`src/rtl/uart_rx_param.sv`:
```
// uart_rx_param: oversampled UART receiver with a 2-flop input synchroniser and sticky error flags.
// Parity checking is compiled in only when the macro UART_RX_PARITY_EN is defined.
module uart_rx_param #(
  parameter int DATA_BITS  = 8,
  parameter int OVERSAMPLE = 16,
  parameter int STOP_BITS  = 1,
  parameter int PARITY_ODD = 0
) (
  input  logic                 clk,
  input  logic                 reset,
  input  logic                 rx_en,
  input  logic                 rx_in,
  input  logic                 ready_clr,
  output logic                 ready,
  output logic [DATA_BITS-1:0] rx_out,
  output logic                 frame_err,
  output logic                 parity_err,
  output logic                 overrun_err,
  output logic                 busy
);
  localparam int CW = $clog2(OVERSAMPLE);
  localparam int IW = $clog2(DATA_BITS);
  localparam logic [CW-1:0] MID      = CW'(OVERSAMPLE / 2 - 1);
  localparam logic [CW-1:0] LAST     = CW'(OVERSAMPLE - 1);
  localparam logic [IW-1:0] IDX_LAST = IW'(DATA_BITS - 1);
`ifdef UART_RX_PARITY_EN
  localparam bit PARITY_EN = 1'b1;
`else
  localparam bit PARITY_EN = 1'b0;
`endif

  typedef enum logic [2:0] {IDLE, START, DATA, PARITY, STOP} state_t;

  state_t               state;
  logic                 rx_meta, rx_sync;
  logic                 armed, stop_idx, frame_bad, par_bit;
  logic [CW-1:0]        cnt;
  logic [IW-1:0]        idx;
  logic [DATA_BITS-1:0] shift;
  logic                 mid, last, final_stop, parity_bad;

  assign mid        = (cnt == MID);
  assign last       = (cnt == LAST);
  assign final_stop = (STOP_BITS == 1) || stop_idx;
  assign parity_bad = PARITY_EN && ((^{shift, par_bit}) != 1'(PARITY_ODD));
  assign busy       = (state != IDLE);

  always_ff @(posedge clk) begin
    if (reset) begin
      state       <= IDLE;
      cnt         <= '0;
      idx         <= '0;
      armed       <= 1'b0;
      rx_meta     <= 1'b1;
      rx_sync     <= 1'b1;
      stop_idx    <= 1'b0;
      frame_bad   <= 1'b0;
      par_bit     <= 1'b0;
      shift       <= '0;
      ready       <= 1'b0;
      rx_out      <= '0;
      frame_err   <= 1'b0;
      parity_err  <= 1'b0;
      overrun_err <= 1'b0;
    end else begin
      rx_meta <= rx_in;
      rx_sync <= rx_meta;
      if (ready_clr) begin
        ready       <= 1'b0;
        frame_err   <= 1'b0;
        parity_err  <= 1'b0;
        overrun_err <= 1'b0;
      end
      if (rx_en) begin
        cnt <= last ? '0 : cnt + CW'(1);
        case (state)
          IDLE: begin
            cnt <= '0;
            if (rx_sync) begin
              armed <= 1'b1;
            end else if (armed) begin
              state     <= START;
              idx       <= '0;
              stop_idx  <= 1'b0;
              frame_bad <= 1'b0;
            end
          end
          START: begin
            // A line that is high again at mid-bit was only a glitch.
            if (mid && rx_sync) begin
              state <= IDLE;
              cnt   <= '0;
            end else if (last) begin
              state <= DATA;
            end
          end
          DATA: begin
            if (mid) shift[idx] <= rx_sync;
            if (last) begin
              if (idx == IDX_LAST) begin
`ifdef UART_RX_PARITY_EN
                state <= PARITY;
`else
                state <= STOP;
`endif
              end else begin
                idx <= idx + IW'(1);
              end
            end
          end
          PARITY: begin
            if (mid) par_bit <= rx_sync;
            if (last) state <= STOP;
          end
          STOP: begin
            if (mid) begin
              if (final_stop) begin
                // Delivery takes priority over a coincident ready_clr.
                rx_out      <= shift;
                ready       <= 1'b1;
                frame_err   <= (frame_err & ~ready_clr) | frame_bad | ~rx_sync;
                parity_err  <= (parity_err & ~ready_clr) | parity_bad;
                overrun_err <= (overrun_err | ready) & ~ready_clr;
              end else begin
                frame_bad <= frame_bad | ~rx_sync;
              end
            end
            if (last) begin
              if (final_stop) begin
                state <= IDLE;
                armed <= 1'b0;
              end else begin
                stop_idx <= 1'b1;
              end
            end
          end
          default: state <= IDLE;
        endcase
      end
    end
  end
endmodule

```
`config.mk`:
```
export PLATFORM = sky130hd
export DESIGN_NAME = uart_rx_param
export DESIGN_NICKNAME = d
export VERILOG_FILES = /design/src/rtl/uart_rx_param.sv
export SDC_FILE = /design/constraint.sdc
export NUM_CORES = 1
export LEC_CHECK = 0
export ABC_AREA = 1
export CELL_PAD_IN_SITES_DETAIL_PLACEMENT = 0
export CELL_PAD_IN_SITES_GLOBAL_PLACEMENT = 1
export CORE_MARGIN = 5
export CORE_UTILIZATION = 43
export CTS_CLUSTER_SIZE = 8
export DETAILED_ROUTE_END_ITERATION = 8
export HOLD_SLACK_MARGIN = 0.05
export PLACE_DENSITY_LB_ADDON = 0.1
export SYNTH_ARGS = -nofsm -noshare
export SYNTH_HDL_FRONTEND = slang
export SYNTH_SLANG_ARGS = --single-unit
export TNS_END_PERCENT = 1
```
`constraint.sdc`:
```
create_clock -name clk -period 4.2 [get_ports clk]
set_input_delay 1.05 -clock clk [delete_from_list [all_inputs] [get_ports clk]]
set_output_delay 1.05 -clock clk [all_outputs]
set_load 0.1 [all_outputs]
```
-- After elaboration in Yosys (flattened, before gate mapping)
Index checks and enable logic that the tools add are counted.
- memories kept: 0
- memory bits (read-only): 0
- output and inout port bits: 13
- register bits: 33
- bits in latches: 0
- RAM bits: 0
- equal/unequal tests: 16
- divide/modulo/power cells: 0
- multiply operators: 0
- add/sub/neg operators: 2
- mux-type cells: 39
- magnitude comparators: 2
- shift-type cells: 0
- bitwise gates (word level): 7
- reduce and logical (&&, ||, !) cells: 11
- operators with widths (operator ; count):
    2-to-1 mux 3 bit ; 12
    2-to-1 mux 1 bit ; 19
    != test 2 bit (second input constant) ; 8
    one-hot mux 3 bit (5 select lines) ; 1
    bitwise mux 8 bit ; 1
    2-to-1 mux 4 bit ; 2
    one-hot mux 4 bit (2 select lines) ; 1
    AND reduction 8 bit ; 1
    == test 3 x 2 -> 1 bit (second input constant) ; 2
    == test 3 bit (second input constant) ; 2
    one-hot mux 3 bit (2 select lines) ; 1
    AND reduction 3 bit ; 2
    AND reduction 6 bit ; 1
    adder 4 x 1 -> 4 bit (second input constant) ; 1
    == test 4 x 3 -> 1 bit (second input constant) ; 1
    == test 4 bit (second input constant) ; 1
    less-than comparator 3 x 4 -> 1 bit (second input constant) ; 1
    AND reduction 4 bit ; 1
    nonzero test 2 bit ; 2
    adder 3 x 1 -> 3 bit (second input constant) ; 1
    bitwise AND 1 bit ; 3
    demux 1 bit (select 3 bit) ; 1
    == test 3 x 1 -> 1 bit (second input constant) ; 1
    greater-or-equal comparator 3 x 1 -> 1 bit (second input constant) ; 1
    7 further kinds ; 10

-- Longest topological paths before layout
- depth after elaboration: 6
- mapped depth: 11
- gate-level depth less buffers: 11

-- Worst setup path before layout
OpenSTA, ideal clock, no wires.
- path kind: reg2out
- start point: register state[2]
- end point: output port busy
- path slack: 1.963 ns
- cell stages (with the launch flop): 5
- path buffers: 0
- arrival time: 1.187 ns
- cell sequence: dfxtp_1 -> inv_2 -> nand2_2 -> nor2_4 -> inv_1
- longest elaborated chain between the ends: 1
- ends and longest elaborated chain (item ; line ; text):
    start: declaration ; 34 ; state_t state;
    start signal: assignment ; 50 ; state <= IDLE;
    start signal: assignment ; 82 ; state <= START;
    start signal: assignment ; 91 ; state <= IDLE;
    nonzero test 3 bit ; 46 ; assign busy = (state != IDLE);
    end: declaration ; 19 ; output logic busy
No other way between the ends.

-- Worst setup path after layout
Same ends and word-level chain as after synthesis.

==> reports/results.tsv <==
stage	metric	value	unit
floorplan	io-pin-count	18	
power_and_ir_drop	power.net_switching	0.173	mW
setup_path	worstPathMaxFanout	5	
grt	initial_antenna_violation_count	0	
finish	fin_area	1830	µm²
power_and_ir_drop	power_density	360	nW/µm²
synthesis	synth-compound-area-share	13.0	%
setup_path	setup.worst_path.class	reg2out	
setup_path	worstSetupStartpoint	state[2]$_SDFFE_PP0P_	
floorplan	rows	21	
setup_path	launching_point_of_the_worst_reg2reg_path	cnt[0]$_SDFFE_PP0P_	
synthesis	syn-instance-count	208	
timing	timing.slew.headroom	34.9	%
setup_path	r2r_slack	2.52	ns
timing	timing.clock.skew	0.00721	ns
timing	worst_tran_pin_value	0.973	ns
floorplan	die_width	70.0	µm
synthesis	synth_cell_types	24	
placement	port_buffers	17	
clock_network	tritoncts.num_buffers	5	
timing	timing_hold_violations_final	0	
timing	final_max_slew_viol_count	0	
min_path	hold-path-cell-count	1	
power_and_ir_drop	share_seq_of_total_power	49.6	%
finish	layout_cells_sized_above_1	14.5	%
clock_network	cts_max_level	2	
power_and_ir_drop	power_switching_share	26.2	%
synthesis	synth_ff_type	dfxtp_1	
routing	ant_nets	0	
placement	dpl-instance-area	1740	µm²
floorplan	fp.dieH	70.0	µm
floorplan	initial_core_util	45.4	%
synthesis	yosys.area_share.simple	34.1	%
routing	drt-vias-per-instance	4.91	
placement	worst_case_setup_slack_after_placement	1.29	ns
clock_network	clock-root-buffer	clkbuf_4	
synthesis	mappedNetlistArea	1550	µm²
grt	grt_pass1_wl	5.76	mm
finish	n_antenna_cell	0	
finish	fin_cells	274	
clock_network	cts_hold_repair.buffers	0	
setup_path	critical-path-max-stage-delay	1.14	ns
synthesis	synth-adder-area-share	2.42	%
timing	part_of_the_cycle_the_worst_path_needs	77.5	%
synthesis	ys.warnings.count	0	
setup_path	crit_path_top_delay_cell	clkdlybuf4s50_1	
job	max_cap_violations	0	
routing	via_count	1344	
power_and_ir_drop	clockPowerShare	37.2	%
setup_path	reg2regPathDepth	8	
min_path	worstHoldPathType	reg2reg	
setup_path	cp_data_arrival_time	2.20	ns
grt	gr-usage-all-layers	14.5	%
clock_network	clk_path_buf_depth	2	
setup_path	worst_setup_path_start_kind	flip-flop	
timing	report.final.setup_viol	0	
clock_network	insertion_delay	0.33	ns
clock_network	post_cts_buffers	0	
synthesis	asyncSetResetFlopFracSynth	0	%
placement	place.gp.congestion	0.766	
synthesis	seq_cells_post_synth	33	
routing	routed_wirelength	3.08	mm
run_status	run_status	finished clean	
finish	layout.filler_cells	348	
routing	first_pass_iters	4	
power_and_ir_drop	cell_internal_pwr	0.487	mW
min_path	worst_hold_path.endpoint	rx_sync$_SDFF_PP1_	
synthesis	synth_enable_flop_cells	0	
floorplan	die_area	4910	µm²
finish	final_util	53.6	%
timing	postLayoutSetupSlackWorst	0.945	ns
timing	finalHoldWorstSlack	0.419	ns
grt	first_global_vias	1335	
synthesis	postSynthNetCount	216	
routing	detail_route.wl_per_cell	11.2	µm
setup_path	crit_path_end_kind	output port	
routing	detailedRoute.firstIterationViolations	78	
timing	setup_tns	0	ns
synthesis	synth_xor_area_share	0	%
clock_network	post_cts.resized_instances	0	
synthesis	synth.area.mux_share	0	%
synthesis	combinational_family_with_the_most_area_after_synthesis	simple AND/OR/NAND/NOR gates	
clock_network	cts_num_sinks	33	
grt	maximum_number_of_pins_on_one_net_before_global_route_repair	20	
timing	unrepaired_setup_endpoints_after_global_routing	false	
synthesis	synth.avg_cell_area	7.45	µm²
setup_path	cp_data_required_time	3.15	ns
placement	dp.final_hpwl	2.29	mm
grt	global_route.overflow_total	0	
floorplan	design.core.area	3420	µm²
setup_path	timing.rr.end	rx_out[2]$_SDFFE_PP0P_	
power_and_ir_drop	total_power	0.660	mW
routing	drc_errors	0	
power_and_ir_drop	power_leakage	0.704	nW
synthesis	sequential_fraction_of_the_synthesis_area	42.6	%
setup_path	cp_cell_sequence	inv_2 > nand2_2 > nor2_4 > inv_1 > clkdlybuf4s50_1	
clock_network	clk_pin_slew_worst_paths	0.10	ns
min_path	timing.hold.worst.start	rx_meta$_SDFF_PP1_	
power_and_ir_drop	ir_worst_vdd	281	µV
timing	finalWorstPathRequiredPeriod	3.25	ns
finish	area_delta_synth_final	18.1	%
finish	final_net_count	235	
timing	maxClockFrequency	307	MHz
clock_network	cts_tree	built	
placement	dpl.cell_count	266	
power_and_ir_drop	comb_power_share	13.2	%
kinds of logic (layout without fill, tap and decap cells):
logic type      Yosys count  in the layout
compound gates           39             39
fa+ha+maj                 3              3
buf+inv                  28             48
flops                    33             33
simple gates            105            105
critical path, delay by kind of cell, from the launching register on:
kind | cells | cell delay (ns)
and+or+nand+nor | 2 | 0.16
buffers and inverters | 3 | 1.30
DFF | 1 | 0.42
state kept, by name, summed over array words and instances, names as in the netlist:
register	cells
overrun_err	1
cnt	4
parity_err	1
idx	3
frame_err	1
rx_sync	1
state	3
rx_out	8
shift	8
ready	1
armed	1
rx_meta	1
cell type report:
type / count / area [µm²] / area share (%)
multi-input cells: 147 / 767 / 41.9
repair buffers: 17 / 170 / 9.30
well taps: 46 / 57.6 / 3.14
clock buffers: 6 / 51.3 / 2.80
clock inverters: 2 / 37.5 / 2.05
inverters: 23 / 86.3 / 4.72
flip-flops and latches: 33 / 661 / 36.1
synthesized netlist by cell type (all sizes together), types with 2 or more instances:
master / number / area, µm²
inv: 21 / 78.8
buf: 4 / 32.5
nand4: 4 / 25.0
or2: 3 / 18.8
dfxtp: 33 / 661
nand3: 20 / 115
o21ai: 15 / 75.1
clkinv: 2 / 7.51
a21oi: 21 / 105
nor2: 32 / 175
ha: 3 / 37.5
nand2: 45 / 189
worst max-delay path by stage:
stage          endpoint  cells after the start
5_1_grt            busy                      5
3_5_place_dp       busy                      5
4_1_cts            busy                      5
3_3_place_gp       busy                      5
6_report           busy                      5
2_1_floorplan      busy                      4
per-layer routing:
metal	track usage, %	part of all wire, %
met5	0	0
met2	22.1	43
met1	19.2	51
met3	4.02	4.6
met4	5.74	1.5
power groups by stage:
stage | logic, mW | registers, mW | clock network [mW]
floorplan | 0.0693 | 0.332 | 0
CTS | 0.0872 | 0.327 | 0.254
finish | 0.0870 | 0.327 | 0.245
detailed placement | 0.0868 | 0.335 | 0
global placement | 0.0858 | 0.335 | 0
global route | 0.0976 | 0.329 | 0.268
layout by cell type, fill, tap and decap left out, drive strengths merged, types with 2 or more instances in the layout:
master	netlist	final
nand2	45	45
dfxtp	33	33
nor2	32	32
a21oi	21	21
inv	21	21
nand3	20	20
clkdlybuf4s50	0	17
o21ai	15	15
clkbuf	1	6
nand4	4	4
or2	3	3
ha	3	3
clkinv	2	2
Note: power is estimated with default switching activity, not from simulation.
